**src/rtl/regbank_writeback_if.sv**
```systemverilog
// regbank_writeback_if: producer-to-writeback result handshake (valid/ready plus register address and data).
interface regbank_writeback_if #(
   parameter int WIDTH   = 16,
   parameter int REG_SEL = 3
);
   logic               in_valid;
   logic               in_ready;
   logic [REG_SEL-1:0] in_addr;
   logic [WIDTH-1:0]   in_data;
   modport master (output in_valid, in_addr, in_data, input in_ready);
   modport slave  (input in_valid, in_addr, in_data, output in_ready);
endinterface

```
**src/rtl/regbank_writeback.sv**
```systemverilog
// regbank_writeback: in-order result FIFO that drains into the regbank write port and forwards pending values.
module regbank_writeback #(
   parameter int WIDTH   = 16,
   parameter int REG_SEL = 3,
   parameter int DEPTH   = 4,
   localparam int AW     = $clog2(DEPTH)
) (
   input  logic                  clk,
   input  logic                  reset,
   regbank_writeback_if.slave    push_if,
   input  logic                  hold,
   output logic                  write_enable,
   output logic [REG_SEL-1:0]    addr_z,
   output logic [WIDTH-1:0]      data_z,
   input  logic [REG_SEL-1:0]    look_addr_a,
   input  logic [REG_SEL-1:0]    look_addr_b,
   output logic                  hit_a,
   output logic                  hit_b,
   output logic [WIDTH-1:0]      fwd_a,
   output logic [WIDTH-1:0]      fwd_b,
   output logic [AW:0]           count
);
   logic [REG_SEL-1:0] mem_addr [DEPTH];
   logic [WIDTH-1:0]   mem_data [DEPTH];
   logic [AW-1:0]      rd_ptr, wr_ptr;
   logic               push, pop;
   assign push_if.in_ready = count != (AW+1)'(DEPTH);
   assign push = push_if.in_valid && push_if.in_ready;
   assign pop  = count != '0 && !hold;
   // Storage is never reset; entries outside [rd_ptr, rd_ptr+count) are masked by count.
   always_ff @(posedge clk) begin
      if (push) begin
         mem_addr[wr_ptr] <= push_if.in_addr;
         mem_data[wr_ptr] <= push_if.in_data;
      end
   end
   always_ff @(posedge clk or negedge reset) begin
      if (!reset) begin
         rd_ptr       <= '0;
         wr_ptr       <= '0;
         count        <= '0;
         write_enable <= 1'b0;
         addr_z       <= '0;
         data_z       <= '0;
      end else begin
         if (push) wr_ptr <= wr_ptr + 1'b1;
         if (pop) begin
            rd_ptr <= rd_ptr + 1'b1;
            addr_z <= mem_addr[rd_ptr];
            data_z <= mem_data[rd_ptr];
         end
         write_enable <= pop;
         count        <= count + (AW+1)'(push) - (AW+1)'(pop);
      end
   end
   // Scan oldest (output stage) to newest (tail) so the youngest match overwrites.
   function automatic logic [WIDTH:0] lookup(input logic [REG_SEL-1:0] a);
      logic [WIDTH:0] r;
      logic [AW-1:0]  idx;
      r = (write_enable && addr_z == a) ? {1'b1, data_z} : '0;
      for (int i = 0; i < DEPTH; i++) begin
         idx = rd_ptr + AW'(i);
         if ((AW+1)'(i) < count && mem_addr[idx] == a) r = {1'b1, mem_data[idx]};
      end
      return r;
   endfunction
   assign {hit_a, fwd_a} = lookup(look_addr_a);
   assign {hit_b, fwd_b} = lookup(look_addr_b);
endmodule

```
**src/flat_wrapper.sv**
```systemverilog
// flat-port wrapper written by rule: the top's interface ports become plain ports
module regbank_writeback_flat 
#(
   parameter int WIDTH   = 16,
   parameter int REG_SEL = 3,
   parameter int DEPTH   = 4,
   localparam int AW     = $clog2(DEPTH)
)
  (clk, reset, hold, write_enable, addr_z, data_z, look_addr_a, look_addr_b, hit_a, hit_b, fwd_a, fwd_b, count, push_if_in_valid, push_if_in_addr, push_if_in_data, push_if_in_ready);
  regbank_writeback_if #(.WIDTH(WIDTH), .REG_SEL(REG_SEL)) push_if_i ();
  input  logic clk;
  input  logic reset;
  input  logic hold;
  output logic write_enable;
  output logic [REG_SEL-1:0] addr_z;
  output logic [WIDTH-1:0] data_z;
  input  logic [REG_SEL-1:0] look_addr_a;
  input  logic [REG_SEL-1:0] look_addr_b;
  output logic hit_a;
  output logic hit_b;
  output logic [WIDTH-1:0] fwd_a;
  output logic [WIDTH-1:0] fwd_b;
  output logic [AW:0] count;
  input wire logic [$bits(push_if_i.in_valid)-1:0] push_if_in_valid;
  input wire logic [$bits(push_if_i.in_addr)-1:0] push_if_in_addr;
  input wire logic [$bits(push_if_i.in_data)-1:0] push_if_in_data;
  output wire logic [$bits(push_if_i.in_ready)-1:0] push_if_in_ready;
  assign push_if_i.in_valid = push_if_in_valid;
  assign push_if_i.in_addr = push_if_in_addr;
  assign push_if_i.in_data = push_if_in_data;
  assign push_if_in_ready = push_if_i.in_ready;
  regbank_writeback #(.WIDTH(WIDTH), .REG_SEL(REG_SEL), .DEPTH(DEPTH)) u_core (.clk(clk), .reset(reset), .push_if(push_if_i), .hold(hold), .write_enable(write_enable), .addr_z(addr_z), .data_z(data_z), .look_addr_a(look_addr_a), .look_addr_b(look_addr_b), .hit_a(hit_a), .hit_b(hit_b), .fwd_a(fwd_a), .fwd_b(fwd_b), .count(count));
endmodule
```
**config.mk**
```make
export PLATFORM = sky130hd
export DESIGN_NAME = regbank_writeback_flat
export DESIGN_NICKNAME = d
export VERILOG_FILES = /design/src/rtl/regbank_writeback_if.sv /design/src/rtl/regbank_writeback.sv /design/src/flat_wrapper.sv
export SDC_FILE = /design/constraint.sdc
export NUM_CORES = 1
export LEC_CHECK = 0
export CORE_MARGIN = 2
export CORE_UTILIZATION = 50
export CTS_CLUSTER_SIZE = 25
export DETAILED_ROUTE_END_ITERATION = 8
export DONT_BUFFER_PORTS = 1
export PLACE_DENSITY_LB_ADDON = 0.2
export REMOVE_ABC_BUFFERS = 1
export SYNTH_ARGS = -nofsm -noshare
export SYNTH_HDL_FRONTEND = slang
export SYNTH_SLANG_ARGS = --single-unit
```
**constraint.sdc**
```tcl
create_clock -name clk -period 3.8 [get_ports clk]
set_input_delay 0.76 -clock clk [delete_from_list [all_inputs] [get_ports clk]]
set_output_delay 0.76 -clock clk [all_outputs]
set_load 0.01 [all_outputs]
```
* After elaboration in Yosys (flattened, before gate mapping)
Memories as Yosys holds them, arrays and structs flattened. Cells that the tools add are included.
Storage, ports and cells: word-level logic and storage cells 55, memories kept 2, output and inout bits 58, bits in writable memories 76, bits in registers 27, bits of input ports 29
Operators by class: eq/ne operators 11, reduce and logical (&&, ||, !) cells 14, mux-type cells 12, add/sub/neg operators 6, $lt $le $gt $ge 4
Memories:
- u_core.mem_data | words 4, width 16, rd ports 4, clocked after Yosys merged registers in 0, write ports 1, line regbank_writeback.sv:24 | logic [WIDTH-1:0] mem_data [DEPTH];
- u_core.mem_addr | words 4, width 3, rd ports 4, clocked after Yosys merged registers in 0, write ports 1, line regbank_writeback.sv:23 | logic [REG_SEL-1:0] mem_addr [DEPTH];
Operators with widths (count):
- $mux W17 | 10
- $eq A3 B3 Y1 | 10
- $logic_and A1 B1 Y1 | 12
- $lt A1 B3 Y1 const A | 2
- $lt A2 B3 Y1 const A | 2
- $add A2 B1 Y2 const B | 2
- $add A2 B2 Y2 const B | 2
- $add A3 B1 Y3 | 1
- $ne A3 B3 Y1 const B | 1
- $reduce_bool A3 Y1 | 1
- $sub A3 B1 Y3 | 1
- $mux W1 | 2
- $logic_not A1 Y1 | 1

* Logic depth before layout (Yosys ltp)
depth after elaboration 7, gate-level depth with buffers 10, depth with buffers taken out 9

* Worst setup path before layout
Ideal clock, no wire load.
kind input to output, from input port look_addr_a[2], to output port fwd_a[2], buffers on the path 2, arrival time 2513 ps, stages on the path 8, setup slack 527 ps, data required time 3040 ps, path through clkbuf_1 > nor2_1 > mux2_2 > o2111ai_1 > clkbuf_1 > and3_1 > o21ai_0 > a221oi_1
Between the ends: longest elaborated chain between the ends 7, elaborated cells between the ends (all ways) 15, those cells by class 5 x eq/ne; 5 x mux; 5 x reduce/logical
RTL lines:
- from (decl) | line flat_wrapper.sv:17 | input logic [REG_SEL-1:0] look_addr_a;
- $eq A3 B3 Y1 | line regbank_writeback.sv:60 | r = (write_enable && addr_z == a) ? {1'b1, data_z} : '0;
- $logic_and A1 B1 Y1 | line regbank_writeback.sv:60
- $mux W17 | line regbank_writeback.sv:60
- $mux W17 (3 in series) | line regbank_writeback.sv:63 | if ((AW+1)'(i) < count && mem_addr[idx] == a) r = {1'b1, mem_data[idx]};
- $mux W17 * | line regbank_writeback.sv:63
- to (decl) | line flat_wrapper.sv:21 | output logic [WIDTH-1:0] fwd_a;
Mark *: on every way between the ends. The rest lies on a longest branch, timed or not.

* Worst setup path in the final report
from register u_core.rd_ptr[0], to output port fwd_a[10]
Between the ends: longest elaborated chain between the ends 7, elaborated cells between the ends (all ways) 17, those cells by class 3 x add/sub; 4 x eq/ne; 4 x mux; 4 x reduce/logical; 2 x memory
RTL lines:
- from (decl) | line regbank_writeback.sv:25 | logic [AW-1:0] rd_ptr, wr_ptr;
- from (signal assigned) | line regbank_writeback.sv:48 | rd_ptr <= rd_ptr + 1'b1;
- $add A2 B1 Y2 or $mem_v2 Z4 W3 (tied branches)
- $mem_v2 Z4 W3 or $eq A3 B3 Y1 (tied branches)
- $eq A3 B3 Y1 or $logic_and A1 B1 Y1 (tied branches) | line regbank_writeback.sv:63
- $logic_and A1 B1 Y1 or $mux W17 (tied branches) | line regbank_writeback.sv:63
- $mux W17 (2 in series) | line regbank_writeback.sv:63
- $mux W17 * | line regbank_writeback.sv:63
Marks and branches as above.

==> qor.yml <==
run_status: "completed"
postRouteAntennaNets: 0
final_common_cell: "nand2_1"
synth_edf_count: 76
slew_violations: 0
ys_ff_latch: 103
timing.critical_path.fanout_max: 17
synth_area_leaders: "edfxtp_1, dfrtp_1, o21ai_0, mux2_2, mux2i_1"
total_power_mw: 8.60
ys_seq_area_share_pct: 42.9
dp.cells: 873
design.core.area_mm2: 0.0133
rsz0062_at_grt: "yes"
r2r_slack_ps: 970
endpoint_kind: "output pin"
hpwl_um: 12500
yosys.area.top_type_share_pct: 33.1
ys.flop_type: "edfxtp_1"
p_leak_nw: 3.04
drt_iter0_drc: 553
die_w_um: 121
ir_worst_vdd_uv: 490
hold_viol_final: 0
syn2layout_area_growth_pct: 16.3
drc: 0
cts_buffers: 9
clkLatencyLatePin_ps: 360
root_buffer: "clkbuf_16"
max_freq_ghz: 0.267
ctsHoldBuffers: 0
initial_utilization_pct: 51.7
grt_usage_pct: 27.0
period_needed_ps: 3750
vias: 5676
maxCapViolCount: 0
drtPass1Iterations: 6
io_buffers: 0
ios: 87
mostFrequentLayoutCells: "nand2_1, o21ai_0, edfxtp_1"
htree_num_levels: 3
grt_antenna_before_repair: 0
nFillCells: 1111
nNetsFinal: 758
ys_warn_count: 0
drive_gt1_share_pct: 27.4
required_ps: 3040
cts_max_path_buffers: 2
wl_um: 19400
vias_per_cell: 6.29
rows: 42
setup_viol: 0
async_flop_share_pct: 26.2
final_cells: 902
wl_per_cell_um: 21.5
grt_pass1_wl_um: 30100
relSlewSlack_pct: 55.0
die_h_um: 121
clock-sinks: 103
clock-skew-final_ps: 11.2
syn_area_per_cell_um2: 9.92
cp-start-kind: "register"
tritoncts: "built"
synthDistinctLibCells: 42
path_class: "register to output pin"
period_share_pct: 98.6
tightest_slew_ps: 675
gp_congestion: 0.866
die-area_mm2: 0.0148
syn-instance-count: 695
synth_area_leader_cell: "edfxtp_1"
gr-total-overflow: 0
first_global_vias: 5790
syn_area_mm2: 0.00690
grt_max_degree: 63
cts.clk_slew.worst_paths_ps: 70
arrival_ps: 2990
min_path_type: "input port to asynchronous set/reset pin"
power-per-cell-area_mw_per_mm2: 1070
==> repair_timing <==
item,CTS,global route
setup endpoints to repair,24,30
setup buffers,5,5
pin swaps,2,11
gates resized for setup,9,28
gates cloned,1,1
==> kinds of logic (layout without fill, tap and decap cells) <==
logic type / count (synthesis) / in the layout / share of synthesized area (%)
flops: 103 / 103 / 42.9
mux: 83 / 83 / 15.2
other cells: 0 / 1 / 0
simple gates: 215 / 215 / 14.3
buf+inv: 69 / 99 / 4.41
fa+ha+maj: 9 / 9 / 1.74
xor+xnor: 35 / 35 / 4.44
compound gates: 181 / 181 / 17.0
==> routing by layer <==
| layer | GRT usage (%) | part of all wire [%] |
|---|---|---|
| met1 | 32.2 | 38 |
| met2 | 44.5 | 49 |
| met3 | 8.32 | 9.7 |
| met4 | 13.0 | 2.9 |
| met5 | 0 | 0 |
==> flip-flops by register name, summed over array words and instances, names as in the netlist <==
| signal | cells |
|---|---|
| u_core.mem_addr | 12 |
| u_core.data_z | 16 |
| u_core.mem_data | 64 |
| u_core.wr_ptr | 2 |
| u_core.write_enable | 1 |
| u_core.count | 3 |
| u_core.addr_z | 3 |
| u_core.rd_ptr | 2 |
==> power breakdown <==
part	switching, mW	internal [mW]	total (mW)
combinational	3.18	2.60	5.78
clock	0.419	0.493	0.912
sequential	0.358	1.55	1.90
total	3.96	4.64	8.60
==> metrics by stage <==
stage | setup TNS (ps) | cell area (µm²) | hold slack, ps | utilization (%) | setup slack, ps
after floorplan | -63270 | 6630 | 464 | - | -2000
after global routing | -56.4 | 8020 | 70.9 | 60.1 | -25.5
after global placement | 0 | 7420 | 465 | 55.6 | 273
after detailed placement | 0 | 7420 | 465 | 55.6 | 232
final | 0 | 8020 | 89.6 | 60.1 | 51.5
after CTS | -18.2 | 7840 | 79.9 | 58.8 | -9.45
==> worst max-delay path: stages, from the launching register on <==
cell and delay (ps):
dfrtp_4 480, mux4_2 570, xor2_2 190, or4_4 540, buf_12 170, o21ai_0 80
o21ai_1 100, a221oi_2 300, buf_4 180
==> worst paths after layout <==
| path | from | endpoint | cells past startpoint |
|---|---|---|---|
| max reg2reg | u_core.count[2]$_DFF_PN0_ | u_core.count[2]$_DFF_PN0_ | 9 |
| min in group clk | push_if_in_addr[0] | u_core.mem_addr[0][0]$_DFFE_PP_ | 0 |
| min reg2reg | u_core.data_z[13]$_DFFE_PN0P_ | u_core.data_z[13]$_DFFE_PN0P_ | 2 |
| min | reset | u_core.wr_ptr[0]$_DFFE_PN0P_ | 0 |
| max | u_core.rd_ptr[0]$_DFFE_PN0P_ | fwd_a[10] | 8 |
| max in group asynchronous | reset | u_core.data_z[3]$_DFFE_PN0P_ | 0 |
==> Yosys cell counts (3+ instances only) <==
master    number
o21ai_0       87
mux4_2        14
nand2_1       91
mux2_2        33
and3_1        21
o21ai_1        9
a31oi_1       16
dfrtp_1       27
ha_1           8
nor2b_1        3
buf_2          9
edfxtp_1      76
nand3_1       18
clkbuf_1      42
buf_6          4
mux2i_1       36
a221oi_1      14
a21oi_1       32
xor2_1        14
or2_2         17
a221oi_2      17
nor2_1        49
buf_1          3
inv_1          9
nand4_1        3
nor3_1         5
xnor2_1       21
==> cell type report <==
| cell class | instances | area [µm²] | share of cell area [%] |
|---|---|---|---|
| Multi-Input combinational cell | 523 | 3810 | 47.5 |
| Sequential cell | 103 | 2960 | 36.9 |
| Timing Repair Buffer | 73 | 694 | 8.66 |
| Clock buffer | 12 | 258 | 3.21 |
| Tap cell | 176 | 220 | 2.75 |
| Inverter | 10 | 37.5 | 0.468 |
| Clock inverter | 4 | 36.3 | 0.452 |
| Antenna cell | 1 | 2.50 | 0.0312 |
Note: power is estimated with default switching activity, not from simulation.
